==> src/rtl/bus_trace_capture_pkg.sv <==
// Shared types for the 6502 bus trace capture block.
// Trigger FSM encodings, trace entry layout and packing helper.
package bus_trace_capture_pkg;

    typedef enum logic [1:0] {
        TRACE_RUN   = 2'd0,
        TRACE_ARMED = 2'd1,
        TRACE_POST  = 2'd2,
        TRACE_DONE  = 2'd3
    } trace_state_t;

    localparam int TRACE_W = 26;

    typedef struct packed {
        logic        sync;
        logic        rw;
        logic [7:0]  d;
        logic [15:0] a;
    } trace_entry_t;

    function automatic trace_entry_t pack_entry(
        input logic        sync,
        input logic        rw,
        input logic [7:0]  d,
        input logic [15:0] a
    );
        trace_entry_t e;
        e.sync = sync;
        e.rw   = rw;
        e.d    = d;
        e.a    = a;
        return e;
    endfunction

endpackage

==> src/rtl/bus_trace_capture_ram.sv <==
// Trace storage: DEPTH x TRACE_W register file, no reset on contents.
// Ports: clk, we/waddr/wdata (sync write), raddr/rdata (registered read).
module bus_trace_capture_ram
    import bus_trace_capture_pkg::*;
#(
    parameter int DEPTH = 16,
    parameter int AW    = 4
) (
    input  logic               clk,
    input  logic               we,
    input  logic [AW-1:0]      waddr,
    input  logic [TRACE_W-1:0] wdata,
    input  logic [AW-1:0]      raddr,
    output logic [TRACE_W-1:0] rdata
);

    logic [TRACE_W-1:0] mem [DEPTH];

    // Read sees the pre-write contents when both hit one address.
    always_ff @(posedge clk) begin
        if (we) begin
            mem[waddr] <= wdata;
        end
        rdata <= mem[raddr];
    end

endmodule

==> src/rtl/bus_trace_capture.sv <==
// Circular trace of completed 6502 bus cycles with address trigger.
// Ports: bus inputs, clear/arm/trig_addr control, rd_* readback, status.
module bus_trace_capture
    import bus_trace_capture_pkg::*;
#(
    parameter int DEPTH = 16,
    parameter int AW    = 4,
    parameter int POST  = 8
) (
    input  logic          clk,
    input  logic          rst_p,
    input  logic          phi2,
    input  logic          rw,
    input  logic          sync,
    input  logic [15:0]   a,
    input  logic [7:0]    d,
    input  logic          clear,
    input  logic          arm,
    input  logic [15:0]   trig_addr,
    input  logic [AW-1:0] rd_idx,
    output logic          rd_valid,
    output logic [15:0]   rd_a,
    output logic [7:0]    rd_d,
    output logic          rd_rw,
    output logic          rd_sync,
    output logic [AW:0]   count,
    output logic          overflow,
    output logic          cap_pulse,
    output logic [15:0]   last_pc,
    output logic [1:0]    state,
    output logic          triggered
);

    trace_state_t       st;
    logic               phi2_q;
    trace_entry_t       ent_q;
    logic [AW-1:0]      wptr;
    logic [7:0]         post_cnt;
    logic [AW-1:0]      raddr;
    logic [TRACE_W-1:0] ram_q;
    trace_entry_t       rd_ent;
    logic               cyc_end;
    logic               cap;
    logic               hit;
    logic               full;

    // Falling phi2 ends a cycle; the stored entry is the delayed copy.
    assign cyc_end = phi2_q & ~phi2;
    assign cap     = cyc_end & (st != TRACE_DONE) & ~clear;
    assign hit     = (ent_q.a == trig_addr);
    assign full    = (count == (AW+1)'(DEPTH));

    // Newest entry sits just behind the write pointer.
    assign raddr = wptr - AW'(1) - rd_idx;

    bus_trace_capture_ram #(
        .DEPTH (DEPTH),
        .AW    (AW)
    ) u_ram (
        .clk   (clk),
        .we    (cap),
        .waddr (wptr),
        .wdata (ent_q),
        .raddr (raddr),
        .rdata (ram_q)
    );

    assign rd_ent    = trace_entry_t'(ram_q);
    assign rd_a      = rd_valid ? rd_ent.a    : 16'h0;
    assign rd_d      = rd_valid ? rd_ent.d    : 8'h0;
    assign rd_rw     = rd_valid ? rd_ent.rw   : 1'b0;
    assign rd_sync   = rd_valid ? rd_ent.sync : 1'b0;
    assign state     = st;
    assign triggered = st[1];

    always_ff @(posedge clk or posedge rst_p) begin
        if (rst_p) begin
            phi2_q    <= 1'b0;
            ent_q     <= '0;
            wptr      <= '0;
            count     <= '0;
            overflow  <= 1'b0;
            cap_pulse <= 1'b0;
            last_pc   <= 16'h0;
            post_cnt  <= 8'h0;
            rd_valid  <= 1'b0;
            st        <= TRACE_RUN;
        end else begin
            phi2_q    <= phi2;
            ent_q     <= pack_entry(sync, rw, d, a);
            cap_pulse <= cap;
            rd_valid  <= ({1'b0, rd_idx} < count);
            if (clear) begin
                wptr     <= '0;
                count    <= '0;
                overflow <= 1'b0;
                last_pc  <= 16'h0;
                post_cnt <= 8'h0;
                st       <= TRACE_RUN;
            end else begin
                if (cap) begin
                    wptr <= wptr + AW'(1);
                    if (full) begin
                        overflow <= 1'b1;
                    end else begin
                        count <= count + (AW+1)'(1);
                    end
                    if (ent_q.sync) begin
                        last_pc <= ent_q.a;
                    end
                end
                unique case (st)
                    TRACE_RUN: begin
                        if (arm) begin
                            st <= TRACE_ARMED;
                        end
                    end
                    TRACE_ARMED: begin
                        if (cap && hit) begin
                            st       <= TRACE_POST;
                            post_cnt <= 8'(POST);
                        end
                    end
                    TRACE_POST: begin
                        if (cap) begin
                            post_cnt <= post_cnt - 8'd1;
                            if (post_cnt == 8'd1) begin
                                st <= TRACE_DONE;
                            end
                        end
                    end
                    TRACE_DONE: begin
                        st <= TRACE_DONE;
                    end
                endcase
            end
        end
    end

endmodule
==> config.mk <==
export PLATFORM = sky130hd
export DESIGN_NAME = bus_trace_capture
export DESIGN_NICKNAME = d
export VERILOG_FILES = /design/src/rtl/bus_trace_capture_pkg.sv /design/src/rtl/bus_trace_capture_ram.sv /design/src/rtl/bus_trace_capture.sv
export SDC_FILE = /design/constraint.sdc
export NUM_CORES = 1
export LEC_CHECK = 0
export ABC_AREA = 1
export ABC_CLOCK_PERIOD_IN_PS = 2580
export CORE_MARGIN = 1
export CORE_UTILIZATION = 54
export CTS_CLUSTER_SIZE = 28
export DETAILED_ROUTE_END_ITERATION = 7
export GPL_ROUTABILITY_DRIVEN = 1
export PLACE_DENSITY = 0.76
export SLEW_MARGIN = 20
export SYNTH_ARGS = -nofsm -noshare
export SYNTH_HDL_FRONTEND = slang
export SYNTH_SLANG_ARGS = --single-unit
export TNS_END_PERCENT = 1
==> constraint.sdc <==
create_clock -name clk -period 2.58 [get_ports clk]
set_input_delay 0.516 -clock clk [delete_from_list [all_inputs] [get_ports clk]]
set_output_delay 0.516 -clock clk [all_outputs]
set_load 0.005 [all_outputs]
* Yosys cells after proc, flatten, opt, wreduce, memory -nomap -nowiden
Memories as Yosys holds them, arrays and structs flattened. A register that Yosys moved wholly into a read port is not among the register bits. Index checks and enable logic that the tools add are counted.
Storage, ports and cells: memories kept 1, output and inout bits 53, bits in registers 65, input port bits 51, bits in writable memories 416
Operators by class: reduce and logical (&&, ||, !) cells 11, equality and inequality tests 12, magnitude comparators 1, $add $sub $neg 5, mux-type cells 27, bitwise logic cells 5
Memory list:
- u_ram.mem | depth 16, bits a word 26, read ports 1, clocked after Yosys merged registers in 1, wr ports 1, line bus_trace_capture_ram.sv:17 | logic [TRACE_W-1:0] mem [DEPTH];
Operators with widths (count):
- 2-to-1 mux 16 bit | 4
- 2-to-1 mux 8 bit | 4
- == test 16 bit | 1
- one-hot mux 8 bit (2 select lines) | 1
- 2-to-1 mux 5 bit | 3
- inequality test 3 bit (second input constant) | 4
- 2-to-1 mux 2 bit | 5
- == test 8 x 1 -> 1 bit (second input constant) | 1
- 2-to-1 mux 4 bit | 2
- one-hot mux 2 bit (4 select lines) | 1
- subtractor 8 x 1 -> 8 bit (second input constant) | 1
- 2-to-1 mux 1 bit | 7
- AND reduction 2 bit | 3
- nonzero test 2 bit | 3
- adder 5 x 1 -> 5 bit (second input constant) | 1
- == test 5 bit (second input constant) | 1
- less-than comparator 4 x 5 -> 1 bit | 1
- adder 4 x 1 -> 4 bit (second input constant) | 1
- == test 2 bit (second input constant) | 2
- inequality test 2 bit (second input constant) | 2
- AND reduction 4 bit | 1
- subtractor 4 x 1 -> 4 bit (second input constant) | 1
- subtractor 4 bit | 1
- AND 1 bit | 3
- other kinds (6) | 7

* Logic depth before layout (Yosys ltp)
Gate-level depths: netlist of run 1.
depth after elaboration 8, depth in mapped cells 12, gate-level depth less buffers 11

* Modules after synthesis
From an unflattened synthesis of run 1, not the netlist that was laid out.
Second synthesis, totals: cell total of the unflattened synthesis 2115, area, all modules 21503.1 sq um
Modules (own cells, without submodules):
- bus_trace_capture_ram | cells an instance 1727, times used 1, area an instance 18313.8 sq um
- bus_trace_capture | cells an instance 388, times used 1, area an instance 3189.3 sq um

* Worst setup path after synthesis of run 1
Ideal clock, no wire load.
path kind input port to flip-flop, start input port phi2, end memory u_ram.mem[4][0] (enable), stages 5, path slack 0.008 ns, path buffers 0, data arrival time 2.163 ns, setup time 0.409 ns, path through inv_1 -> nand3_2 -> inv_1 -> nand4_1 -> nor2_1
Between the ends: cells in the longest elaborated chain, start to end 6
Ends and longest elaborated chain:
- start: declaration | line bus_trace_capture.sv:12 | input logic phi2,
- NOT 1 bit | line bus_trace_capture.sv:48 | assign cyc_end = phi2_q & ~phi2;
- AND 1 bit | line bus_trace_capture.sv:48
- AND 1 bit (2 in a row) | line bus_trace_capture.sv:49 | assign cap = cyc_end & (st != TRACE_DONE) & ~clear;
- 2-to-1 mux 1 bit | line bus_trace_capture_ram.sv:21 | if (we) begin
- 2-to-1 mux 1 bit (not written as such) | line bus_trace_capture_ram.sv:22 | mem[waddr] <= wdata;
- end: declaration | line bus_trace_capture_ram.sv:17
Every way passes these cells.

* Worst setup path after layout of run 1
start input port rd_idx[0], end register u_ram.rdata[10], read port of u_ram.mem
Between the ends: cells in the longest elaborated chain, start to end 1
Ends and longest elaborated chain:
- start: declaration | line bus_trace_capture.sv:20 | input logic [AW-1:0] rd_idx,
- subtractor 4 bit | line bus_trace_capture.sv:54 | assign raddr = wptr - AW'(1) - rd_idx;
- end: declaration | line bus_trace_capture_ram.sv:14 | output logic [TRACE_W-1:0] rdata
Every way passes these cells. A chain may end at the register's enable or synchronous reset.

==> impl_metrics.csv, run 1 <==
group,metric,value,unit
outcome,outcome,"finished, final reports clean",
clock_network,cts_root_buffer,"clkbuf_16",
global_routing,grt_antenna_before_repair,0,
synthesis,syn_area,0.02044,mm2
drt,num_vias,12910,
setup_path,rrSetupSlack,0.20,ns
layout,n_antenna_cell,0,
clock_network,postCtsSetupBuffers,0,
setup_path,path_class,"in -> reg",
placed_design,hpwl,29650,um
drt,ant_nets,0,
worst_hold_path,hp-class,"in -> async",
drt,wl_per_cell,21.63,um
drt,first_iter_violations,1276,
setup_path,critPathMaxFanout,19,
sta,slew_violations,0,
floorplanning,boundaryPins,104,
synthesis,yosysTopAreaCellShare,61.11,%
setup_path,worst_setup_path_start_kind,"input pin",
floorplanning,die_y,196.6,um
setup_path,r2r_end,"u_ram.rdata[10]$_DFF_P_",
pwr,static-leakage-power,9.450,nW
setup_path,rr_worst_depth,9,
layout,syn_to_final_growth,20.89,%
pwr,total_power,0.01945,W
sta,setup_viol,0,
global_routing,grt_pass1_wl,74000,um
setup_path,required,3.05,ns
sta,fin_crit_sh,96.81,%
sta,relSlewSlack,56.24,%
floorplanning,placementRows,70,
synthesis,syn_inst,1535,
placed_design,dpl.cell_count,2163,
sta,finalWorstSetupSlack,0.08242,ns
sta,whs,0.3212,ns
clock_network,cts.repair.resized,0,
placed_design,numPortBuffers,103,
global_routing,grt_max_degree,40,
drt,drc,0,
layout,final_cell_area,0.02471,mm2
sta,fin_worst_skew,0.01831,ns
drt,wirelength,48770,um
clock_network,clock_path_buffers,3,
global_routing,overflow,0,
layout,drive_gt1_share,11.59,%
drt,vias_per_cell,5.727,
layout,nets,1776,
sta,min_period,2.498,ns
synthesis,synth_nets,1601,
pwr,powerDensity,786.9,mW/mm2
sta,fmax,400.4,MHz
setup_path,r2r_start,"wptr[1]$_DFFE_PP0P_",
synthesis,ys_ff_latch,507,
sta,hold_viol,0,
floorplanning,die-area,0.03864,mm2
global_routing,grtUsageTotal,25.66,%
clock_network,h-tree-depth,2,
synthesis,synth_top_cell_by_area,"edfxtp_1",
clock_network,hold_buffers,0,
floorplanning,core-area,0.03696,mm2
synthesis,yosys-top-cells-area,"edfxtp_1 61%, dfrtp_1 8.0%, mux2i_1 5.1%, o211ai_1 3.8%, inv_1 3.3%",
global_routing,grt_pass1_vias,12830,
clock_network,insertion_delay,0.56,ns
synthesis,synth.avg_cell_area,13.32,um2
placed_design,gp_congestion,0.8162,
setup_path,arrival,2.97,ns
synthesis,yosysSeqAreaShare,71.61,%
synthesis,yosysWarningCount,0,
floorplanning,die_w,196.6,um
synthesis,yosysUniqueCellTypes,38,
floorplanning,start_util,55.31,%
placed_design,dp_slack,-0.4346,ns
drt,dr.pass1.iters,5,
sta,rsz0062_at_grt,"false",
clock_network,clock_sinks,507,
layout,fin_cells,2255,
clock_network,clk_pin_slew,0.06,ns
placed_design,placed_area,0.02313,mm2
pwr,irDropWorstVdd,0.4743,mV
clock_network,cts_tree,"built",
sta,tightestPinTransition,0.6563,ns
clock_network,cts_buffers,49,
setup_path,critPathCaptureType,"flip-flop",
layout,fill_cells,2575,
flow_run,cap_violations,0,
how the worst max path moves through the flow:
stage,start,endpoint,slack (ns),cells past startpoint
final,rd_idx[0],u_ram.rdata[10]$_DFF_P_,0.08,12
after global routing,rd_idx[0],u_ram.rdata[10]$_DFF_P_,0.04,12
after CTS,rd_valid$_DFF_PP0_,rd_a[14],0.11,4
after detailed placement,rd_idx[0],u_ram.rdata[10]$_DFF_P_,-0.43,12
after global placement,rd_idx[0],u_ram.rdata[10]$_DFF_P_,-0.43,12
after floorplan,phi2,u_ram.mem[4][0]$_DFFE_PP_,0.008,5
layout by cell type, fill, tap and decap left out, types with 2 or more instances in the layout:
cell type / synthesis / layout
ha_1: 14 / 13
nand2_1: 138 / 138
inv_2: 3 / 3
clkbuf_1: 36 / 13
clkdlybuf4s50_1: 0 / 103
xor2_1: 4 / 3
nor2_1: 44 / 29
nand3_1: 56 / 56
dfrtp_1: 65 / 65
nor3_1: 3 / 3
nor2_4: 1 / 16
a21oi_1: 120 / 120
xor2_4: 0 / 2
xnor2_1: 8 / 8
bufinv_16: 0 / 3
clkinv_1: 0 / 8
o21ai_0: 104 / 104
clkinvlp_4: 0 / 2
inv_1: 179 / 178
clkinv_2: 0 / 10
buf_12: 1 / 49
clkbuf_16: 0 / 51
o211ai_1: 104 / 104
clkbuf_8: 0 / 5
o21ai_1: 48 / 48
buf_4: 3 / 55
nand4_1: 4 / 4
mux2i_1: 104 / 104
edfxtp_1: 416 / 416
dfxtp_1: 26 / 26
cells in the mapped netlist, drive strengths merged:
master and count:
o21a 1, nor3 3, nand3 57, a21oi 120
dfxtp 26, clkbuf 39, xor2 5, nand2 138
edfxtp 416, a31oi 1, mux2i 104, a21boi 1
fa 1, xnor2 9, and3 1, ha 14
or2 1, o21ai 152, buf 44, nand4 4
nor3b 1, nor2 45, nor4 1, dfrtp 65
o211ai 104, inv 182
routing by layer:
| layer | wire [um] | track usage (%) |
|---|---|---|
| met1 | 19680 | 33.27 |
| met2 | 24160 | 43.87 |
| met3 | 3627 | 4.894 |
| met4 | 1304 | 8.154 |
| met5 | 0 | 0 |
flip-flops by register name, indices dropped and copies added, names as in the netlist, 2 cells and up:
signal	count
u_ram.mem	416
last_pc	16
u_ram.rdata	26
ent_q	26
state	2
count	5
post_cnt	8
wptr	4
report_power, final:
| group | switching [W] | internal, W | leakage (nW) |
|---|---|---|---|
| sequential | 0.000259 | 0.00911 | 4.79 |
| clock | 0.00291 | 0.00406 | 0.775 |
| combinational | 0.00172 | 0.00138 | 3.88 |
| total | 0.00489 | 0.0146 | 9.45 |
critical path: stages:
cell             delay [ns]
clkdlybuf4s50_1        0.48
inv_1                  0.08
ha_4                   0.16
inv_1                  0.08
fa_4                   0.69
buf_12                 0.20
buf_12                 0.16
a21oi_1                0.11
o21ai_0                0.14
o211ai_1               0.11
nand2_1                0.08
o21ai_1                0.15
final cells by class:
class | instances | area (um2) | area share, %
Sequential cell | 507 | 14640 | 59.23
Multi-Input combinational cell | 763 | 4752 | 19.23
Inverter | 182 | 684.4 | 2.769
Timing Repair Buffer | 207 | 2425 | 9.812
Clock buffer | 69 | 1394 | 5.640
Clock inverter | 23 | 188.9 | 0.7645
Tap cell | 504 | 630.6 | 2.552
metrics by stage:
step / util, % / TNS (ns)
finish: 66.87 / 0
global route: 66.87 / 0
CTS: 66.87 / 0
detailed placement: 62.58 / -9.235
global placement: 62.58 / -8.094
floorplan: - / 0
cells by family after synthesis:
family | count (synthesis) | synth area share (%)
AO/OA/AOI/OAI | 379 | 10.58
XOR/XNOR | 14 | 0.6733
adder cells (fa/ha/maj) | 15 | 0.9548
buffers and inverters | 265 | 5.949
flip-flops | 507 | 71.61
multiplexers | 104 | 5.092
AND/OR/NAND/NOR | 251 | 5.141
Note: power is estimated with default switching activity, not from simulation.
==> run 2, diff against run 1 <==
SETUP_SLACK_MARGIN = 0.4   (was default)
==> impl_metrics.csv, run 2 (synthesis results as in run 1) <==
group,metric,value,unit
placed_design,gp_congestion,0.8162,
layout,n_antenna_cell,0,
floorplanning,die_w,196.6,um
layout,nets,1791,
setup_path,critPathCaptureType,"flip-flop",
sta,tightestPinTransition,0.6736,ns
drt,wirelength,50200,um
pwr,swShare,25.33,%
global_routing,grt_pass1_wl,75250,um
floorplanning,placementRows,70,
layout,largest_reg_flops,416,
layout,fin_util,67.60,%
setup_path,worst_setup_path_start_kind,"flip-flop",
layout,final_cell_area,0.02499,mm2
pwr,p_int,0.01465,W
setup_path,path_class,"reg -> reg",
drt,dr.pass1.iters,6,
floorplanning,die_y,196.6,um
setup_path,required,3.02,ns
drt,wl_per_cell,22.11,um
clock_network,h-tree-depth,2,
drt,vias_per_cell,5.789,
clock_network,cts_buffers,49,
drt,ant_nets,0,
clock_network,clock_path_buffers,3,
placed_design,numPortBuffers,103,
global_routing,overflow,0,
flow_run,cap_violations,0,
layout,fill_cells,2529,
floorplanning,boundaryPins,104,
sta,relSlewSlack,55.09,%
pwr,p_clk_share,35.6,%
drt,drc,0,
global_routing,grtUsageTotal,26.19,%
pwr,p_sw,0.004970,W
global_routing,gr-usage-met3,4.877,%
clock_network,cts_tree,"built",
pwr,seqPwrFrac,47.7,%
global_routing,use_met2,44.42,%
setup_path,timing.critical_path.cells,"inv_1 -> fa_4 -> buf_12 -> a21oi_1 -> o21ai_0 -> o211ai_1 -> nand2_1 -> o21ai_1",
layout,drive_gt1_share,13.08,%
pwr,static-leakage-power,9.614,nW
sta,setup_viol,0,
global_routing,grt_antenna_before_repair,0,
layout,multi_input_area,0.004785,mm2
clock_network,insertion_delay,0.56,ns
pwr,powerDensity,785.4,mW/mm2
floorplanning,core-area,0.03696,mm2
global_routing,gr-usage-met1,34.20,%
setup_path,cp_slowest_cell,"fa_4",
layout,final_common_cell,"edfxtp_1",
setup_path,critPathMaxFanout,20,
floorplanning,start_util,55.31,%
pwr,irDropWorstVdd,0.4763,mV
setup_path,max_stage_delay,0.92,ns
outcome,outcome,"finished, final reports clean",
sta,fin_worst_skew,0.01710,ns
setup_path,arrival,2.84,ns
sta,slew_violations,0,
layout,seq_area,0.01464,mm2
clock_network,clock_sinks,507,
floorplanning,die-area,0.03864,mm2
worst_hold_path,hp-class,"in -> async",
global_routing,grt_max_degree,40,
clock_network,clk_pin_slew,0.06,ns
clock_network,cts_root_buffer,"clkbuf_16",
sta,fin_crit_sh,92.87,%
drt,first_iter_violations,1252,
global_routing,grt_pass1_vias,12930,
layout,reg_top3,"u_ram.mem (416), ent_q (26), u_ram.rdata (26)",
sta,hold_viol,0,
drt,num_vias,13140,
pwr,comb_power_share,16.7,%
layout,top_register,"u_ram.mem",
clock_network,hold_buffers,0,
layout,layout_common_cells,"416 x edfxtp_1, 175 x inv_1, 137 x nand2_1",
sta,rsz0062_at_grt,"true",
sta,min_period,2.396,ns
global_routing,grt.busiest_layer,"met2",
placed_design,placed_area,0.02313,mm2
sta,fmax,417.4,MHz
placed_design,hpwl,29650,um
layout,syn_to_final_growth,22.22,%
## run 2: path summary, 6_finish.rpt
path	from	end	slack, ns	depth (start not counted)
min reg2reg	post_cnt[1]$_DFFE_PP0P_	post_cnt[1]$_DFFE_PP0P_	0.47	2
min in group clk	a[8]	ent_q[8]$_DFF_PP0_	0.39	1
max reg2reg	wptr[1]$_DFFE_PP0P_	u_ram.rdata[12]$_DFF_P_	0.18	8
max	wptr[1]$_DFFE_PP0P_	u_ram.rdata[12]$_DFF_P_	0.18	8
min	rst_p	count[1]$_DFFE_PP0P_	0.32	2
max in group asynchronous	rst_p	ent_q[6]$_DFF_PP0_	1.68	3
## run 2: repair_timing
| item | CTS | global route |
|---|---|---|
| buffers inserted | 8 | 3 |
| pin swaps | 4 | 6 |
| setup endpoints to repair | 53 | 53 |
| gates resized for setup | 18 | 18 |
| cloned | 3 | 1 |
## run 2: critical path: cells and delay by family (launching register included)
kind,cells,cell delay [ns]
fa+ha+maj,1,0.92
compound gates,4,0.50
buf+inv,2,0.33
flops,1,0.40
simple gates,1,0.11
## run 2: power groups by stage
stage          clock network [W]  logic [W]  registers, W
2_1_floorplan                  0    0.00189       0.00943
4_1_cts                  0.00706    0.00320       0.00937
3_5_place_dp                   0    0.00307       0.00953
6_report                 0.00698    0.00327       0.00937
5_1_grt                  0.00738    0.00354       0.00939
3_3_place_gp                   0    0.00297       0.00953
## run 2: area by class of cell
| type | instances | share of cell area (%) |
|---|---|---|
| sequential | 507 | 58.60 |
| multi-input combinational | 763 | 19.15 |
| timing repair buffer | 222 | 10.66 |
| clock buffer | 69 | 5.579 |
| inverter | 182 | 2.739 |
| tap | 504 | 2.524 |
| clock inverter | 23 | 0.7562 |
## run 2: routing by layer
metal / vias up / share of wire, %
li1: 5894 / -
met3: 119 / 8.1
met2: 599 / 49
met5: - / 0
met4: 0 / 3.1
met1: 6528 / 40
## run 2: per-stage QoR
stage | worst slack (ns) | power [W] | TNS [ns] | hold WS, ns | instances
5_1_grt | 0.1242 | 0.02031 | 0 | 0.3479 | 2270
3_5_place_dp | -0.4346 | 0.01260 | -9.235 | 0.4643 | 2163
4_1_cts | 0.1668 | 0.01963 | 0 | 0.3268 | 2266
6_report | 0.1841 | 0.01962 | 0 | 0.3183 | 2270
3_3_place_gp | -0.4284 | 0.01250 | -8.094 | 0.4544 | 2163
2_1_floorplan | 0.007866 | 0.01132 | 0 | 0.4419 | 1535
==> run 3, diff against run 2 <==
ABC_CLOCK_PERIOD_IN_PS = 2400   (was 2580)
CORE_UTILIZATION = 60   (was 54)
PLACE_DENSITY = 0.79   (was 0.76)
SYNTH_HIERARCHICAL = 1   (was default)
clock period = 2.4 ns   (was 2.58 ns; I/O delays follow)
==> impl_metrics.csv, run 3 <==
group,metric,value,unit
outcome,outcome,"finished, final reports clean",
synthesis,yosysWarningCount,6,
drt,drc,0,
synthesis,syn_area,0.02150,mm2
placed_design,gp_congestion,0.8441,
clock_network,cts_root_buffer,"clkbuf_16",
synthesis,synth.avg_cell_area,10.17,um2
layout,reg_top3,"u_ram/mem (416), ent_q (26), u_ram/rdata (26)",
layout,layout_common_cells,"653 x nand2_1, 416 x edfxtp_1, 379 x inv_1",
synthesis,yosysSeqAreaShare,68.08,%
sta,slew_violations,0,
setup_path,path_class,"reg -> out",
setup_path,critPathCaptureType,"output pin",
sta,tightestPinTransition,0.6422,ns
global_routing,grt_antenna_before_repair,0,
layout,drive_gt1_share,10.38,%
pwr,static-leakage-power,11.64,nW
global_routing,use_met2,51.95,%
drt,vias_per_cell,5.626,
placed_design,hpwl,30870,um
drt,first_iter_violations,1699,
floorplanning,die_y,191.3,um
synthesis,yosys-top-cells-area,"edfxtp_1 58%, nand2_1 11%, nand3_1 8.0%, dfrtp_1 7.6%, inv_1 6.6%",
clock_network,hold_buffers,0,
pwr,seqPwrFrac,46.6,%
setup_path,critPathMaxFanout,3,
floorplanning,boundaryPins,104,
synthesis,synth_edf_count,416,
global_routing,grtUsageTotal,31.55,%
sta,hold_viol,0,
setup_path,max_stage_delay,0.49,ns
drt,wirelength,56510,um
floorplanning,die-area,0.03660,mm2
sta,whs,0.2432,ns
global_routing,grt_pass1_vias,15730,
clock_network,clock_sinks,507,
setup_path,timing.critical_path.cells,"buf_12 -> buf_4 -> clkdlybuf4s50_1",
sta,min_period,2.262,ns
worst_hold_path,hp-class,"in -> async",
synthesis,synth_common_cells,"656 x nand2_1, 416 x edfxtp_1, 380 x inv_1",
placed_design,numPortBuffers,103,
sta,fin_crit_sh,94.26,%
setup_path,cp_slowest_cell,"clkdlybuf4s50_1",
global_routing,overflow,0,
synthesis,synthArstFlopShare,12.82,%
floorplanning,start_util,61.64,%
sta,relSlewSlack,57.19,%
layout,fin_util,75.15,%
setup_path,arrival,1.78,ns
sta,finalWorstSetupSlack,0.1378,ns
pwr,powerDensity,820.3,mW/mm2
layout,largest_reg_flops,416,
synthesis,synth_top_cell_by_area,"edfxtp_1",
drt,ant_nets,0,
global_routing,gr-usage-met1,39.97,%
pwr,irDropWorstVdd,0.5967,mV
setup_path,required,1.92,ns
clock_network,insertion_delay,0.57,ns
pwr,comb_power_share,17.4,%
sta,rsz0062_at_grt,"true",
pwr,p_int,0.01581,W
synthesis,yosysMostFrequentCell,"nand2_1",
global_routing,gr-usage-met3,6.095,%
pwr,p_sw,0.005692,W
global_routing,grt.busiest_layer,"met2",
pwr,swShare,26.47,%
drt,num_vias,15740,
layout,nets,2366,
layout,top_register,"u_ram/mem",
placed_design,dp_slack,-0.4609,ns
synthesis,ys_ff_latch,507,
clock_network,h-tree-depth,2,
floorplanning,placementRows,68,
layout,final_common_cell,"nand2_1",
clock_network,clock_path_buffers,3,
layout,syn_to_final_growth,21.91,%
synthesis,synth_nets,2178,
sta,fmax,442.0,MHz
floorplanning,die_w,191.3,um
layout,n_antenna_cell,0,
synthesis,synth_ff_type,"edfxtp_1",
drt,wl_per_cell,20.21,um
global_routing,grt_max_degree,42,
clock_network,clk_pin_slew,0.07,ns
synthesis,yosysUniqueCellTypes,34,
drt,dr.pass1.iters,6,
sta,setup_tns,0,ns
sta,setup_viol,0,
synthesis,yosysTopAreaCellShare,58.09,%
clock_network,cts_buffers,50,
sta,fin_worst_skew,0.01535,ns
pwr,p_clk_share,35.9,%
floorplanning,core-area,0.03488,mm2
clock_network,cts_tree,"built",
flow_run,cap_violations,0,
setup_path,worst_setup_path_start_kind,"flip-flop",
global_routing,grt_pass1_wl,85970,um
synthesis,syn_inst,2115,
run 3: cell type report:
type / count / area, um2
multi-input combinational: 1128 / 5152
fill: 2087 / 8670
clock inverter: 19 / 195.2
tap: 455 / 569.3
sequential: 507 / 14640
inverter: 386 / 1468
clock buffer: 72 / 1415
timing repair buffer: 230 / 2774
run 3: critical path, delay by kind of cell (launching register included):
family,cells,cell delay [ns]
buf+inv,3,0.77
flops,1,0.44
run 3: path summary, 6_finish.rpt:
path,cells past startpoint,startpoint,end,slack [ns]
worst max-delay path,3,rd_valid$_DFF_PP0_,rd_valid,0.14
worst min-delay path,2,rst_p,ent_q[24]$_DFF_PP0_,0.24
worst max register to register,8,wptr[0]$_DFFE_PP0P_,u_ram/rdata[11]$_DFF_P_,0.16
worst min register to register,2,post_cnt[1]$_DFFE_PP0P_,post_cnt[1]$_DFFE_PP0P_,0.49
max in group asynchronous,3,rst_p,ent_q[13]$_DFF_PP0_,1.61
min in group clk,1,d[4],ent_q[20]$_DFF_PP0_,0.34
run 3: power groups by stage:
stage          Combinational [W]  Clock [W]  Sequential (W)
6_report                 0.00375    0.00773          0.0100
5_1_grt                  0.00406    0.00810          0.0100
4_1_cts                  0.00365    0.00778          0.0100
3_5_place_dp             0.00345          0          0.0102
3_3_place_gp             0.00334          0          0.0102
2_1_floorplan            0.00207          0          0.0101
run 3: cells by family after synthesis:
family                   count (synthesis)  share of synthesized area, %
buffers and inverters                  480                         8.821
AO/OA/AOI/OAI                           37                        0.8961
XOR/XNOR                                13                        0.5295
AND/OR/NAND/NOR                       1066                         20.94
adder cells (fa/ha/maj)                 12                        0.7331
flip-flops                             507                         68.08
run 3: repair_timing:
action | 4_1_cts | 5_1_grt
pin swaps | 1 | 1
cloned | 5 | 1
buffers inserted | 13 | 0
setup endpoints to repair | 66 | 157
hold endpoints to repair | 0 | 0
gates resized for setup | 47 | 11
run 3: metrics by stage:
stage	cells	area [um2]	power, W
3_3_place_gp	2687	24300	0.01352
2_1_floorplan	2115	21540	0.01221
5_1_grt	2797	26210	0.02221
4_1_cts	2796	26190	0.02145
3_5_place_dp	2687	24300	0.01364
6_report	2797	26210	0.02150
run 3: metal layers:
metal,vias to the layer above,routed length [um]
met4,0,2736
met1,7365,20230
li1,7144,-
met2,996,27510
met3,230,6036
met5,-,0
